<file path="config.mk">
export PLATFORM = sky130hd
export DESIGN_NAME = controle_estufa_flat
export DESIGN_NICKNAME = d
export VERILOG_FILES = /design/src/rtl/controle_estufa_pkg.sv /design/src/rtl/controle_estufa_if.sv /design/src/rtl/controle_estufa_comparador_histerese.sv /design/src/rtl/controle_estufa.sv /design/src/flat_wrapper.sv
export SDC_FILE = /design/constraint.sdc
export NUM_CORES = 1
export LEC_CHECK = 0
export BUFFER_PORTS_ARGS = -buffer_cell sky130_fd_sc_hd__buf_2
export CORE_UTILIZATION = 51
export DETAILED_ROUTE_END_ITERATION = 7
export PLACE_DENSITY = 0.85
export SLEW_MARGIN = 40
export SYNTH_ARGS = -nofsm -noshare
export SYNTH_HDL_FRONTEND = slang
export SYNTH_HIERARCHICAL = 1
export SYNTH_SLANG_ARGS = --single-unit
</file>
<file path="constraint.sdc">
create_clock -name clock -period 2.9 [get_ports clock]
set_input_delay 0.145 -clock clock [delete_from_list [all_inputs] [get_ports clock]]
set_output_delay 0.145 -clock clock [all_outputs]
set_load 0.01 [all_outputs]
</file>
<file path="src/rtl/controle_estufa_pkg.sv">
// Shared types and constants for the greenhouse sequencer and its hysteresis comparator.
package controle_estufa_pkg;

  localparam int SENSOR_W = 4;
  localparam int CMP_W    = 5;

  localparam logic [SENSOR_W-1:0] PLANTA_INVALIDA = 4'hF;

  typedef enum logic [3:0] {
    OCIOSO,
    CARREGA,
    CAPTURA,
    COMP_T,
    COMP_U,
    COMP_L,
    COMP_P,
    ATUALIZA,
    ESPERA
  } estado_t;

  // Widening by one bit keeps s+HIST and ideal+HIST from wrapping.
  function automatic logic [CMP_W-1:0] estende(input logic [SENSOR_W-1:0] v);
    return {1'b0, v};
  endfunction

endpackage

</file>
<file path="src/rtl/controle_estufa_if.sv">
// Bus to the plant-ideals ROM: address/enable out, combinational ideal values back.
interface controle_estufa_if;
  import controle_estufa_pkg::*;

  logic [SENSOR_W-1:0] rom_tipo_planta;
  logic                rom_enable;
  logic [SENSOR_W-1:0] rom_temperatura;
  logic [SENSOR_W-1:0] rom_umidade;
  logic [SENSOR_W-1:0] rom_luminosidade;
  logic [SENSOR_W-1:0] rom_ph;

  modport master (
    output rom_tipo_planta, rom_enable,
    input  rom_temperatura, rom_umidade, rom_luminosidade, rom_ph
  );

  modport slave (
    input  rom_tipo_planta, rom_enable,
    output rom_temperatura, rom_umidade, rom_luminosidade, rom_ph
  );

endinterface

</file>
<file path="src/rtl/controle_estufa_comparador_histerese.sv">
// Next value of a "below-ideal" actuator: on when well below ideal, off at/above ideal, else hold.
module comparador_histerese
  import controle_estufa_pkg::*;
#(
  parameter int HIST = 1
) (
  input  logic [SENSOR_W-1:0] sensor,
  input  logic [SENSOR_W-1:0] ideal,
  input  logic                prev,
  output logic                next
);

  localparam logic [CMP_W-1:0] H = CMP_W'(HIST);

  logic [CMP_W-1:0] s;
  logic [CMP_W-1:0] i;

  assign s = estende(sensor);
  assign i = estende(ideal);

  always_comb begin
    next = prev;
    if (s + H < i)
      next = 1'b1;
    else if (s >= i)
      next = 1'b0;
  end

endmodule

</file>
<file path="src/rtl/controle_estufa.sv">
// Greenhouse sequencer: loads plant ideals from the ROM, then evaluates one quantity per cycle
// and commits all actuator decisions together every evaluation round.
//
// state    | meaning
// OCIOSO   | idle, waiting for iniciar
// CARREGA  | plant code latched, ROM addressed
// CAPTURA  | latch ROM ideals, reject invalid plant
// COMP_T   | stage heater/cooler decision
// COMP_U   | stage irrigation decision
// COMP_L   | stage lamp decision
// COMP_P   | stage pH alert
// ATUALIZA | commit staged decisions, pulse pronto
// ESPERA   | wait PERIODO cycles before next round
module controle_estufa
  import controle_estufa_pkg::*;
#(
  parameter int PERIODO = 100,
  parameter int HIST    = 1
) (
  input  logic                clock,
  input  logic                reset_n,
  input  logic                iniciar,
  input  logic                parar,
  input  logic [SENSOR_W-1:0] planta_sel,
  input  logic [SENSOR_W-1:0] sensor_temp,
  input  logic [SENSOR_W-1:0] sensor_umid,
  input  logic [SENSOR_W-1:0] sensor_lum,
  input  logic [SENSOR_W-1:0] sensor_ph,
  controle_estufa_if.master   rom,
  output logic                aquecedor,
  output logic                resfriador,
  output logic                irrigador,
  output logic                lampada,
  output logic                alerta_ph,
  output logic                ocupado,
  output logic                pronto,
  output logic                erro_planta
);

  localparam int              CW    = $clog2(PERIODO + 1);
  localparam logic [CW-1:0]   CARGA = CW'(PERIODO - 1);
  localparam logic [CMP_W-1:0] H    = CMP_W'(HIST);

  estado_t estado, estado_prox;

  logic [SENSOR_W-1:0] tipo;
  logic [SENSOR_W-1:0] ideal_t, ideal_u, ideal_l, ideal_p;
  logic [CW-1:0]       contador;
  logic                st_aq, st_rf, st_ir, st_lp, st_ph;

  logic                abortar;
  logic                aceita;
  logic [SENSOR_W-1:0] cmp_sensor, cmp_ideal;
  logic                cmp_prev, cmp_next;
  logic                rf_next, ph_next;
  logic [CMP_W-1:0]    t5, it5, p5, ip5;

  assign abortar = parar && (estado != OCIOSO);
  assign aceita  = (estado == OCIOSO) && iniciar && !parar;

  always_ff @(posedge clock or negedge reset_n) begin
    if (!reset_n)
      estado <= OCIOSO;
    else
      estado <= estado_prox;
  end

  always_comb begin
    estado_prox = estado;
    case (estado)
      OCIOSO:   if (aceita) estado_prox = CARREGA;
      CARREGA:  estado_prox = CAPTURA;
      CAPTURA:  estado_prox = (tipo == PLANTA_INVALIDA) ? OCIOSO : COMP_T;
      COMP_T:   estado_prox = COMP_U;
      COMP_U:   estado_prox = COMP_L;
      COMP_L:   estado_prox = COMP_P;
      COMP_P:   estado_prox = ATUALIZA;
      ATUALIZA: estado_prox = ESPERA;
      ESPERA:   if (contador == '0) estado_prox = COMP_T;
      default:  estado_prox = OCIOSO;
    endcase
    if (abortar)
      estado_prox = OCIOSO;
  end

  // One comparator serves temperature, humidity and light in their own cycles.
  always_comb begin
    cmp_sensor = sensor_temp;
    cmp_ideal  = ideal_t;
    cmp_prev   = aquecedor;
    case (estado)
      COMP_U: begin
        cmp_sensor = sensor_umid;
        cmp_ideal  = ideal_u;
        cmp_prev   = irrigador;
      end
      COMP_L: begin
        cmp_sensor = sensor_lum;
        cmp_ideal  = ideal_l;
        cmp_prev   = lampada;
      end
      default: ;
    endcase
  end

  comparador_histerese #(.HIST(HIST)) u_cmp (
    .sensor (cmp_sensor),
    .ideal  (cmp_ideal),
    .prev   (cmp_prev),
    .next   (cmp_next)
  );

  assign t5  = estende(sensor_temp);
  assign it5 = estende(ideal_t);
  assign p5  = estende(sensor_ph);
  assign ip5 = estende(ideal_p);

  always_comb begin
    rf_next = resfriador;
    if (t5 > it5 + H)
      rf_next = 1'b1;
    else if (t5 <= it5)
      rf_next = 1'b0;
  end

  assign ph_next = (p5 + H < ip5) || (p5 > ip5 + H);

  always_ff @(posedge clock or negedge reset_n) begin
    if (!reset_n) begin
      tipo        <= '0;
      ideal_t     <= '0;
      ideal_u     <= '0;
      ideal_l     <= '0;
      ideal_p     <= '0;
      contador    <= '0;
      st_aq       <= 1'b0;
      st_rf       <= 1'b0;
      st_ir       <= 1'b0;
      st_lp       <= 1'b0;
      st_ph       <= 1'b0;
      aquecedor   <= 1'b0;
      resfriador  <= 1'b0;
      irrigador   <= 1'b0;
      lampada     <= 1'b0;
      alerta_ph   <= 1'b0;
      pronto      <= 1'b0;
      erro_planta <= 1'b0;
    end else begin
      pronto <= 1'b0;
      if (abortar) begin
        contador   <= '0;
        st_aq      <= 1'b0;
        st_rf      <= 1'b0;
        st_ir      <= 1'b0;
        st_lp      <= 1'b0;
        st_ph      <= 1'b0;
        aquecedor  <= 1'b0;
        resfriador <= 1'b0;
        irrigador  <= 1'b0;
        lampada    <= 1'b0;
        alerta_ph  <= 1'b0;
      end else begin
        case (estado)
          OCIOSO: if (aceita) begin
            tipo        <= planta_sel;
            erro_planta <= 1'b0;
          end
          CAPTURA: begin
            ideal_t <= rom.rom_temperatura;
            ideal_u <= rom.rom_umidade;
            ideal_l <= rom.rom_luminosidade;
            ideal_p <= rom.rom_ph;
            if (tipo == PLANTA_INVALIDA)
              erro_planta <= 1'b1;
          end
          COMP_T: begin
            st_aq <= cmp_next;
            st_rf <= rf_next;
          end
          COMP_U: st_ir <= cmp_next;
          COMP_L: st_lp <= cmp_next;
          COMP_P: st_ph <= ph_next;
          ATUALIZA: begin
            aquecedor  <= st_aq;
            resfriador <= st_rf;
            irrigador  <= st_ir;
            lampada    <= st_lp;
            alerta_ph  <= st_ph;
            pronto     <= 1'b1;
            contador   <= CARGA;
          end
          ESPERA: if (contador != '0) contador <= contador - 1'b1;
          default: ;
        endcase
      end
    end
  end

  assign rom.rom_tipo_planta = tipo;
  assign rom.rom_enable      = (estado == CARREGA) || (estado == CAPTURA);
  assign ocupado             = (estado != OCIOSO);

endmodule
</file>
<file path="src/flat_wrapper.sv">
// flat-port wrapper written by rule: the top's interface ports become plain ports
module controle_estufa_flat import controle_estufa_pkg::*;
#(
  parameter int PERIODO = 100,
  parameter int HIST    = 1
)
  (clock, reset_n, iniciar, parar, planta_sel, sensor_temp, sensor_umid, sensor_lum, sensor_ph, aquecedor, resfriador, irrigador, lampada, alerta_ph, ocupado, pronto, erro_planta, rom_rom_tipo_planta, rom_rom_enable, rom_rom_temperatura, rom_rom_umidade, rom_rom_luminosidade, rom_rom_ph);
  controle_estufa_if rom_i ();
  input  logic clock;
  input  logic reset_n;
  input  logic iniciar;
  input  logic parar;
  input  logic [SENSOR_W-1:0] planta_sel;
  input  logic [SENSOR_W-1:0] sensor_temp;
  input  logic [SENSOR_W-1:0] sensor_umid;
  input  logic [SENSOR_W-1:0] sensor_lum;
  input  logic [SENSOR_W-1:0] sensor_ph;
  output logic aquecedor;
  output logic resfriador;
  output logic irrigador;
  output logic lampada;
  output logic alerta_ph;
  output logic ocupado;
  output logic pronto;
  output logic erro_planta;
  output wire logic [$bits(rom_i.rom_tipo_planta)-1:0] rom_rom_tipo_planta;
  output wire logic [$bits(rom_i.rom_enable)-1:0] rom_rom_enable;
  input wire logic [$bits(rom_i.rom_temperatura)-1:0] rom_rom_temperatura;
  input wire logic [$bits(rom_i.rom_umidade)-1:0] rom_rom_umidade;
  input wire logic [$bits(rom_i.rom_luminosidade)-1:0] rom_rom_luminosidade;
  input wire logic [$bits(rom_i.rom_ph)-1:0] rom_rom_ph;
  assign rom_rom_tipo_planta = rom_i.rom_tipo_planta;
  assign rom_rom_enable = rom_i.rom_enable;
  assign rom_i.rom_temperatura = rom_rom_temperatura;
  assign rom_i.rom_umidade = rom_rom_umidade;
  assign rom_i.rom_luminosidade = rom_rom_luminosidade;
  assign rom_i.rom_ph = rom_rom_ph;
  controle_estufa #(.PERIODO(PERIODO), .HIST(HIST)) u_core (.clock(clock), .reset_n(reset_n), .iniciar(iniciar), .parar(parar), .planta_sel(planta_sel), .sensor_temp(sensor_temp), .sensor_umid(sensor_umid), .sensor_lum(sensor_lum), .sensor_ph(sensor_ph), .rom(rom_i), .aquecedor(aquecedor), .resfriador(resfriador), .irrigador(irrigador), .lampada(lampada), .alerta_ph(alerta_ph), .ocupado(ocupado), .pronto(pronto), .erro_planta(erro_planta));
endmodule
</file>
==> results.json <==
{
  "status": "finished, final reports clean",
  "pre_cts_slack_ns": 0.185,
  "synth_area_leaders": "dfrtp_1 38%, ha_1 13%, mux2_2 8.6%",
  "root_buffer": "clkbuf_8",
  "holdCritPathClass": "primary input to flip-flop",
  "ys_warn_count": 6,
  "fin_nets": 414,
  "worstSkewPairLatency_ns": 0.30,
  "ys_seq_area_share_pct": 37.6,
  "start_util_pct": 54.4,
  "synth_edf_count": 0,
  "synth.avg_cell_area_um2": 9.98,
  "cts.clk_slew.worst_paths_ns": 0.09,
  "placed_area_um2": 3210,
  "vias": 2389,
  "rows": 26,
  "rsz0062_at_grt": "false",
  "wl_um": 6080,
  "criticalPathCategory": "flip-flop to flip-flop",
  "numCtsBuffers": 5,
  "final.period_utilization_pct": 94.6,
  "fin_area_um2": 3350,
  "ys_ff_latch": 43,
  "async_flop_share_pct": 100,
  "dieArea_um2": 5920,
  "hold_viol": 0,
  "hpwl_um": 4760,
  "cts_tree": "built",
  "final_cells": 415,
  "p_leak_nw": 1.63,
  "grt_use_total_pct": 22.5,
  "core_area_um2": 5270,
  "placed_cells": 406,
  "finalWorstSetupSlack_ns": 0.156,
  "postRouteAntennaNets": 0,
  "cts.sinks": 43,
  "grt_pass1_wl_um": 10500,
  "max_freq_mhz": 364,
  "ys.flop_type": "dfrtp_1",
  "layout_commonest_cell": "buf_2",
  "nFillCells": 452,
  "portBuffers": 52,
  "die_height_um": 77.0,
  "holdWs_ns": 0.0666,
  "syn_nets": 357,
  "syn-cell-area_um2": 2870,
  "drive_gt1_share_pct": 27.5,
  "path_max_fanout": 9,
  "crit_required_ns": 3.12,
  "finalSetupViolations": 0,
  "mostFrequentLayoutCells": "51 x buf_2, 43 x dfrtp_1, 30 x ha_1",
  "max_cap_viol_count": 0,
  "boundaryPins": 53,
  "final_util_pct": 63.5,
  "synthCells": 287,
  "grt_max_degree": 44,
  "slew-limit-headroom_pct": 52.6,
  "drt_iter0_markers": 167,
  "drc": 0,
  "end_kind": "flip-flop",
  "fin_crit_ns": 2.74,
  "first_global_vias": 2314,
  "slew_viol_final": 0,
  "diodes": 0,
  "yosysTopAreaCellShare_pct": 37.6,
  "clock_skew_ns": 0.0129,
  "die_w_um": 77.0,
  "tightest_slew_ns": 0.710,
  "wl_per_cell_um": 14.7,
  "setup_tns_ns": 0,
  "power_density_nw_per_um2": 829,
  "via_per_inst": 5.76,
  "ir_drop_mv": 0.474,
  "synth.distinct_cells": 51,
  "gp_congestion": 0.843,
  "antenna_found_initial": 0,
  "yosysTopAreaCell": "dfrtp_1",
  "area_delta_synth_final_pct": 16.9,
  "cts_buffer_depth": 2,
  "gr-total-overflow": 0,
  "start_kind": "flip-flop",
  "h-tree-depth": 2,
  "finalPower_mw": 2.78,
  "first_pass_iters": 4,
  "arrival_ns": 2.96
}
==> what timing repair did <==
item                                    in CTS  in global routing
gates resized for setup                      0                  2
endpoints found under the setup margin       0                  1
hold endpoints to repair                    43                  0
hold buffers                                 1                  0
buffers inserted                             0                  0
==> cell type report <==
class	instances	area, um^2	share of cell area [%]
clock buffer	5	68.8	2.06
clock inverter	3	46.3	1.38
inverter	20	75.1	2.24
multi-input combinational	214	1670	49.9
sequential	43	1080	32.1
tap	70	87.6	2.62
timing repair buffer	60	325	9.72
==> critical path: stages, from the launching register on <==
cell and delay, ns:
dfrtp_1 0.38, or3b_1 0.50, a221o_1 0.39, ha_1 0.25, xor2_1 0.15, ha_1 0.28, o21ai_0 0.18, a21oi_1 0.07
o22ai_2 0.22, mux2i_1 0.11, nor2_1 0.12
==> registers in the layout, summed over array words and instances (netlist names), 4 cells and up <==
register / cells
u_core/ideal_t: 4
u_core/rom.rom_tipo_planta: 4
u_core/ideal_u: 4
u_core/estado: 4
u_core/ideal_l: 4
u_core/ideal_p: 4
u_core/contador: 7
==> per-layer routing <==
| layer | share of wire, % | vias up | track usage [%] |
|---|---|---|---|
| met2 | 51 | 56 | 38.8 |
| met4 | 1.8 | 0 | 8.08 |
| met3 | 3.7 | 11 | 3.93 |
| met1 | 43 | 1159 | 27.9 |
| met5 | 0 | - | 0 |
| li1 | - | 1163 | - |
==> power by group <==
part / switching, mW / internal (mW) / total (mW) / leakage (nW)
clock: 0.216 / 0.259 / 0.476 / 0.0548
sequential: 0.194 / 0.801 / 0.995 / 0.552
combinational: 0.659 / 0.647 / 1.31 / 1.03
==> logic make-up after synthesis <==
| family | Yosys count | synth area share (%) |
|---|---|---|
| adder cells (fa/ha/maj) | 30 | 13.1 |
| flip-flops | 43 | 37.6 |
| AO/OA/AOI/OAI | 58 | 14.8 |
| multiplexers | 25 | 9.69 |
| XOR/XNOR | 9 | 2.75 |
| buffers and inverters | 30 | 4.63 |
| AND/OR/NAND/NOR | 92 | 17.4 |
==> final timing paths <==
check                      cells past startpoint                             to  slack [ns]                from
min reg2reg                                    1             u_core/erro_planta        0.50  u_core/erro_planta
max reg2reg                                   10                   u_core/st_lp        0.16    u_core/estado[3]
max                                           10                   u_core/st_lp        0.16    u_core/estado[3]
max in group asynchronous                      2                 u_core/lampada        2.17             reset_n
min                                            2  u_core/rom.rom_tipo_planta[3]        0.07       planta_sel[3]
min in group asynchronous                      2              u_core/ideal_p[2]        0.35             reset_n
==> cells in the mapped netlist, drive strengths merged, types with 7 or more instances <==
master and n:
nand2 20, buf 8, inv 20, dfrtp 43, mux2 22, nor2 23
nand3 8, a21oi 15, nor3 8, a221o 9, ha 30, o211ai 7
Note: power is estimated with default switching activity, not from simulation.
